==> src/rtl/i2c_resp_pkg.sv <==
// Shared types and constants for the I2C EEPROM responder: FSM states,
// bit-counter sizing and the bus levels that mean ACK / NACK.
package i2c_resp_pkg;

  typedef enum logic [3:0] {
    IDLE,
    ADDR,
    ADDR_ACK,
    WADDR,
    WADDR_ACK,
    WDATA,
    WDATA_ACK,
    RDATA,
    RDATA_ACK,
    IGNORE
  } resp_state_e;

  localparam int BIT_CNT_W = 4;

  // Bit-counter landmarks: last data bit, ACK slot, ACK slot with SDA driven.
  localparam logic [BIT_CNT_W-1:0] BIT_LAST    = 4'd7;
  localparam logic [BIT_CNT_W-1:0] BIT_ACK     = 4'd8;
  localparam logic [BIT_CNT_W-1:0] BIT_ACK_HLD = 4'd9;

  localparam logic ACK_LVL  = 1'b0;
  localparam logic NACK_LVL = 1'b1;

endpackage

==> src/rtl/i2c_bus_sync.sv <==
// Synchronises SCL/SDA onto the system clock and derives SCL edges plus
// START/STOP conditions from the synchronised copies.
module i2c_bus_sync #(
  parameter int SYNC_STAGES = 2
) (
  input  logic clk,
  input  logic rst,
  input  logic scl_i,
  input  logic sda_i,
  output logic sda,
  output logic scl_rise,
  output logic scl_fall,
  output logic start,
  output logic stop
);

  logic [SYNC_STAGES-1:0] scl_sync;
  logic [SYNC_STAGES-1:0] sda_sync;
  logic                   scl;
  logic                   scl_q;
  logic                   sda_q;

  // Flops reset to 1 so an idle, pulled-up bus produces no edge after reset.
  always_ff @(posedge clk or posedge rst) begin
    if (rst) begin
      scl_sync <= '1;
      sda_sync <= '1;
      scl_q    <= 1'b1;
      sda_q    <= 1'b1;
    end else begin
      // NOTE: non-blocking assignments let every flop sample the pre-edge
      // value, which is what makes this a shift chain and not one wire.
      scl_sync <= {scl_sync[SYNC_STAGES-2:0], scl_i};
      sda_sync <= {sda_sync[SYNC_STAGES-2:0], sda_i};
      scl_q    <= scl_sync[SYNC_STAGES-1];
      sda_q    <= sda_sync[SYNC_STAGES-1];
    end
  end

  assign scl = scl_sync[SYNC_STAGES-1];
  assign sda = sda_sync[SYNC_STAGES-1];

  assign scl_rise = scl & ~scl_q;
  assign scl_fall = ~scl & scl_q;

  // START/STOP need SCL high in both samples; SDA moving together with an
  // SCL edge is ordinary data.
  assign start = scl & scl_q & sda_q & ~sda;
  assign stop  = scl & scl_q & ~sda_q & sda;

endmodule

==> src/rtl/i2c_eeprom_responder.sv <==
// I2C target emulating a 24Cxx-style EEPROM with a single address byte.
// SDA is open-drain: sda_oe=1 pulls the line low, 0 releases it.
module i2c_eeprom_responder
  import i2c_resp_pkg::*;
#(
  parameter logic [6:0] DEV_ADDR    = 7'h50,
  parameter int         MEM_AW      = 8,
  parameter int         SYNC_STAGES = 2
) (
  input  logic              axi_aclk,
  input  logic              axi_areset,
  input  logic              scl_i,
  input  logic              sda_i,
  output logic              sda_oe,
  output logic              busy,
  output logic              wr_pulse,
  output logic [MEM_AW-1:0] wr_addr,
  output logic [7:0]        wr_data
);

  localparam int DEPTH = 2 ** MEM_AW;

  logic sda;
  logic scl_rise;
  logic scl_fall;
  logic bus_start;
  logic bus_stop;

  i2c_bus_sync #(
    .SYNC_STAGES(SYNC_STAGES)
  ) u_bus_sync (
    .clk     (axi_aclk),
    .rst     (axi_areset),
    .scl_i   (scl_i),
    .sda_i   (sda_i),
    .sda     (sda),
    .scl_rise(scl_rise),
    .scl_fall(scl_fall),
    .start   (bus_start),
    .stop    (bus_stop)
  );

  resp_state_e            state, state_d;
  logic [BIT_CNT_W-1:0]   bit_cnt, bit_cnt_d;
  logic [7:0]             shreg, shreg_d;
  logic [7:0]             tx, tx_d;
  logic [MEM_AW-1:0]      ptr, ptr_d;
  logic                   rw, rw_d;
  logic                   sda_oe_d;
  logic                   busy_d;
  logic                   mem_we;
  logic [7:0]             rx_byte;
  logic                   byte_done;
  logic [7:0]             mem_rd;

  // Power-up contents of an erased EEPROM.
  logic [7:0] mem [DEPTH] = '{default: 8'hFF};

  // Byte as it stands once the SDA bit of the current rise is shifted in.
  assign rx_byte   = {shreg[6:0], sda};
  assign byte_done = scl_rise && (bit_cnt == BIT_LAST);
  assign mem_rd    = mem[ptr];

  always_comb begin
    // NOTE: every output of this block gets a default first; a path that
    // leaves one unassigned would infer a latch.
    state_d   = state;
    bit_cnt_d = bit_cnt;
    shreg_d   = shreg;
    tx_d      = tx;
    ptr_d     = ptr;
    rw_d      = rw;
    sda_oe_d  = sda_oe;
    busy_d    = busy;
    mem_we    = 1'b0;

    if (bus_stop) begin
      state_d   = IDLE;
      bit_cnt_d = '0;
      sda_oe_d  = 1'b0;
      busy_d    = 1'b0;
    end else if (bus_start) begin
      state_d   = ADDR;
      bit_cnt_d = '0;
      sda_oe_d  = 1'b0;
    end else begin
      if (scl_rise) shreg_d = rx_byte;

      case (state)
        ADDR, WADDR, WDATA: begin
          if (scl_rise) bit_cnt_d = bit_cnt + 1'b1;
          if (byte_done) begin
            if (state == ADDR) begin
              if (rx_byte[7:1] == DEV_ADDR) begin
                state_d = ADDR_ACK;
                busy_d  = 1'b1;
                rw_d    = rx_byte[0];
              end else begin
                state_d = IGNORE;
                busy_d  = 1'b0;
              end
            end else if (state == WADDR) begin
              ptr_d   = rx_byte[MEM_AW-1:0];
              state_d = WADDR_ACK;
            end else begin
              mem_we  = 1'b1;
              ptr_d   = ptr + 1'b1;
              state_d = WDATA_ACK;
            end
          end
        end

        // Drive ACK from the 8th fall to the 9th fall, then hand over.
        ADDR_ACK, WADDR_ACK, WDATA_ACK: begin
          if (scl_fall) begin
            if (bit_cnt == BIT_ACK) begin
              sda_oe_d  = (ACK_LVL == 1'b0);
              bit_cnt_d = BIT_ACK_HLD;
            end else begin
              bit_cnt_d = '0;
              sda_oe_d  = 1'b0;
              if (state == ADDR_ACK && rw) begin
                tx_d     = mem_rd;
                sda_oe_d = ~mem_rd[7];
                state_d  = RDATA;
              end else begin
                state_d = (state == ADDR_ACK) ? WADDR : WDATA;
              end
            end
          end
        end

        RDATA: begin
          if (scl_rise && bit_cnt != BIT_ACK) bit_cnt_d = bit_cnt + 1'b1;
          if (scl_fall) begin
            if (bit_cnt == BIT_ACK) begin
              sda_oe_d = 1'b0;
              state_d  = RDATA_ACK;
            end else begin
              tx_d     = {tx[6:0], 1'b0};
              sda_oe_d = ~tx[6];
            end
          end
        end

        RDATA_ACK: begin
          if (scl_rise && bit_cnt == BIT_ACK) begin
            if (sda == NACK_LVL) begin
              state_d = IGNORE;
              busy_d  = 1'b0;
            end else begin
              ptr_d     = ptr + 1'b1;
              bit_cnt_d = BIT_ACK_HLD;
            end
          end else if (scl_fall && bit_cnt == BIT_ACK_HLD) begin
            tx_d      = mem_rd;
            sda_oe_d  = ~mem_rd[7];
            bit_cnt_d = '0;
            state_d   = RDATA;
          end
        end

        default: ;
      endcase
    end
  end

  always_ff @(posedge axi_aclk or posedge axi_areset) begin
    if (axi_areset) begin
      state    <= IDLE;
      bit_cnt  <= '0;
      shreg    <= '0;
      tx       <= '0;
      ptr      <= '0;
      rw       <= 1'b0;
      sda_oe   <= 1'b0;
      busy     <= 1'b0;
      wr_pulse <= 1'b0;
      wr_addr  <= '0;
      wr_data  <= '0;
    end else begin
      state    <= state_d;
      bit_cnt  <= bit_cnt_d;
      shreg    <= shreg_d;
      tx       <= tx_d;
      ptr      <= ptr_d;
      rw       <= rw_d;
      sda_oe   <= sda_oe_d;
      busy     <= busy_d;
      wr_pulse <= mem_we;
      if (mem_we) begin
        wr_addr <= ptr;
        wr_data <= rx_byte;
      end
    end
  end

  // NOTE: the array has no reset branch on purpose; contents survive
  // reset and the array can map onto RAM primitives.
  always_ff @(posedge axi_aclk) begin
    if (mem_we) mem[ptr] <= rx_byte;
  end

endmodule

==> config.mk <==
export PLATFORM = sky130hd
export DESIGN_NAME = i2c_eeprom_responder
export DESIGN_NICKNAME = d
export VERILOG_FILES = /design/src/rtl/i2c_resp_pkg.sv /design/src/rtl/i2c_bus_sync.sv /design/src/rtl/i2c_eeprom_responder.sv
export SDC_FILE = /design/constraint.sdc
export NUM_CORES = 2
export LEC_CHECK = 0
export ABC_AREA = 0
export BUFFER_PORTS_ARGS = -buffer_cell sky130_fd_sc_hd__buf_2
export CORE_ASPECT_RATIO = 1.75
export CORE_MARGIN = 2
export CORE_UTILIZATION = 60
export CTS_CLUSTER_DIAMETER = 50
export DETAILED_ROUTE_END_ITERATION = 10
export HOLD_SLACK_MARGIN = 0.02
export PLACE_DENSITY_LB_ADDON = 0.12
export SYNTH_ARGS = -nofsm -noshare
export SYNTH_HDL_FRONTEND = slang
export SYNTH_SLANG_ARGS = --single-unit
==> constraint.sdc <==
create_clock -name axi_aclk -period 13 [get_ports axi_aclk]
set_clock_uncertainty 0.2 [all_clocks]
set_input_delay 1.95 -clock axi_aclk [delete_from_list [all_inputs] [get_ports axi_aclk]]
set_output_delay 1.95 -clock axi_aclk [all_outputs]
set_load 0.01 [all_outputs]
==> impl_metrics.csv <==
group,metric,value,unit
die,start_util,60.45,%
outcome,outcome,"finished clean",
pwr,clkPwrFrac,32.4,%
detailed_routing,wl_per_cell,37.13,um
critical_path,crit_top_cell,"buf_4",
synth,yosysMostFrequentCell,"edfxtp_1",
synth,synthTopCellsByCount,"edfxtp_1 (2048), mux4_2 (518), nor2_1 (312), nand2_1 (141), mux2i_1 (129)",
grt,grt_use_total,32.21,%
grt,grt_pass1_vias,41250,
hold_path,min_path_type,"flop to flop",
synth,yosysWarnings,0,
pwr,powerDensity,186.3,nW/um^2
synth,ys_top_cells_by_area,"edfxtp_1 (75%), mux4_2 (14%), mux2i_1 (1.6%)",
detailed_routing,drc,0,
pwr,switching_share,27.71,%
cells_and_area,area_delta_synth_final,9.611,%
placed_design,placed_cells,5632,
critical_path,max_stage_delay,0.87,ns
cts,numCtsBuffers,180,
timing,tns,0,ns
flow_run,max_cap_violations,0,
synth,synth_edf_count,2048,
cells_and_area,final_cells,5963,
cts,clk_latency,0.82,ns
detailed_routing,avgViaCountPerCell,6.866,
detailed_routing,drt-initial-drc-count,4807,
critical_path,critPathKind,"flop to flop",
cts,cts_num_sinks,2104,
synth,yosys.cell_types.count,75,
pwr,seq_power_share,47.0,%
detailed_routing,ant_nets,0,
critical_path,crit_arrival,5.85,ns
critical_path,crit_family,"buffers and inverters",
critical_path,path_max_fanout,45,
critical_path,critPathSlowestCell,"nor3_1",
die,die_width,284.0,um
hold_path,hold_depth,0,
pwr,power_frac_comb,20.5,%
critical_path,reg2regPathDepth,8,
detailed_routing,firstDrtPassIters,6,
cts,post_cts_buffers,0,
cts,cts_tree,"yes",
timing,tightestPinTransition,1.418,ns
critical_path,crit_chain,"buf_4 -> buf_4 -> mux4_2 -> o2111ai_1 -> nand4_1 -> nor3_1 -> nand4b_1 -> a22o_1",
critical_path,cp-end-kind,"flop",
cells_and_area,fin_nets,4015,
cts,cts.htree.levels,4,
synth,synth_seq_cells,2104,
timing,relSlewSlack,5.295,%
timing,maxSlewViolCount,0,
grt,grt_overflow,0,
synth,avgSynthCellArea,20.75,sq um
grt,grt_max_degree,193,
pwr,p_leak,27.61,nW
synth,yosysSeqAreaShare,76.42,%
critical_path,crit_required,13.49,ns
cts,path_clk_slew,0.07,ns
grt,grt_pass1_wl,313000,um
critical_path,crit_buf_inv,2,
placed_design,routabilityCongestion,0.9264,
critical_path,cp.depth,8,
pwr,ir_drop,0.0001443,V
placed_design,io_buffers,22,
detailed_routing,wirelength,221400,um
grt,antenna_found_initial,11,
critical_path,cp-start-kind,"flop",
timing,rsz0062_at_grt,"false",
die,io_pins,23,
synth,async_flop_share,2.662,%
die,die_area,140300,sq um
synth,synth_ff_type,"edfxtp_1",
timing,fmax,186.7,MHz
timing,finalHoldViolations,0,
cts,holdBufCountCts,0,
synth,syn_area,82320,sq um
timing,period_needed,5.356,ns
cells_and_area,drive_gt1_share,22.53,%
timing,setup_violations,0,
die,die_h,494.0,um
synth,syn_nets,3979,
die,core,136200,sq um
synth,synth_top_area_share,74.71,%
timing,fin_crit_sh,41.20,%
cts,cts_resized,0,
synth,synth_top_area_cell,"edfxtp_1",
pwr,intPower,0.01215,W
pwr,switchingPower,0.004659,W
cts,cts-root-buf,"clkbuf_16",
synth,synthCells,3968,
detailed_routing,num_vias,40940,
die,num_rows,179,
cts,cts.path.max_buffers,3,
placed_design,hpwl,138700,um
## layout make-up
class                      count  area (sq um)
clock buffer                 214          4696
antenna                        3         7.507
tap                         1810          2265
fill                        8905         45940
timing repair buffer          98         775.7
sequential                  2104         62960
inverter                      10         42.54
clock inverter               114          1254
multi-input combinational   1610         18230
## per-stage QoR
stage | utilization [%] | setup slack (ns) | hold WS (ns) | area [sq um] | power, W
after floorplan | - | 8.089 | 0.1452 | 82320 | 0.01041
after global placement | 61.86 | 7.372 | 0.1525 | 84240 | 0.01147
after detailed placement | 61.89 | 7.686 | 0.1511 | 84270 | 0.01150
after CTS | 66.25 | 7.662 | 0.1652 | 90220 | 0.01686
after global routing | 66.26 | 7.347 | 0.1658 | 90220 | 0.01725
final | 66.26 | 7.644 | 0.1643 | 90230 | 0.01681
## kinds of logic after synthesis
group	count (synthesis)	share of synthesized area [%]
buffers and inverters	254	1.593
and+or+nand+nor	644	3.473
xor gates and xnor gates	1	0.01064
AOI/OAI and AO/OA	304	2.558
adders and majority gates	7	0.1064
DFF	2104	76.42
muxes	654	15.84
## state kept, by name, indices dropped and copies added (netlist names)
register and count:
wr_pulse 1, bit_cnt 4, u_bus_sync.scl_q 1, wr_data 8, u_bus_sync.sda_sync 2, u_bus_sync.sda_q 1, rw 1, state 4
wr_addr 8, tx 7, mem 2048, busy 1, ptr 8, shreg 7, u_bus_sync.scl_sync 2, sda_oe 1
## power groups by stage
stage	clock network, W	registers, W	logic (W)
CTS	0.00550	0.00791	0.00346
global placement	0	0.00805	0.00342
finish	0.00545	0.00791	0.00345
detailed placement	0	0.00805	0.00344
global route	0.00574	0.00791	0.00360
floorplan	0	0.00811	0.00230
## cells in the final DEF, fill, tap and decap left out, types with 10 or more instances in the layout
cell,instances
buf_4,69
nor2_1,310
a31oi_1,10
edfxtp_1,2048
o21ai_0,43
clkbuf_1,31
o2111ai_1,10
buf_2,22
nand4_1,22
nand2b_1,10
a22oi_1,83
nand3_2,16
clkinv_2,26
bufinv_16,20
a21oi_1,57
a211oi_1,26
mux4_2,518
nor3_1,34
nand3_1,34
nand2_1,141
dfrtp_4,11
clkinv_1,41
mux2i_1,129
clkbuf_16,183
nor2b_1,22
dfrtp_1,37
## metal layers
metal | vias up | share of wire (%) | global-route usage, %
met5 | - | 0.040 | 0
met4 | 8 | 7.0 | 19.05
met3 | 511 | 8.5 | 6.762
met2 | 2161 | 50 | 53.27
met1 | 21780 | 34 | 39.68
li1 | 16480 | - | -
## worst paths after layout
check                                        from                endpoint  slack (ns)
max                                        ptr[0]                   tx[1]        7.64
min                        u_bus_sync.sda_sync[0]  u_bus_sync.sda_sync[1]        0.16
max reg2reg                                ptr[0]                   tx[1]        7.64
min reg2reg                u_bus_sync.sda_sync[0]  u_bus_sync.sda_sync[1]        0.16
max in group asynchronous              axi_areset                  ptr[2]       10.75
min in group asynchronous              axi_areset                      rw        1.19
(Power assumes the default switching activity.)
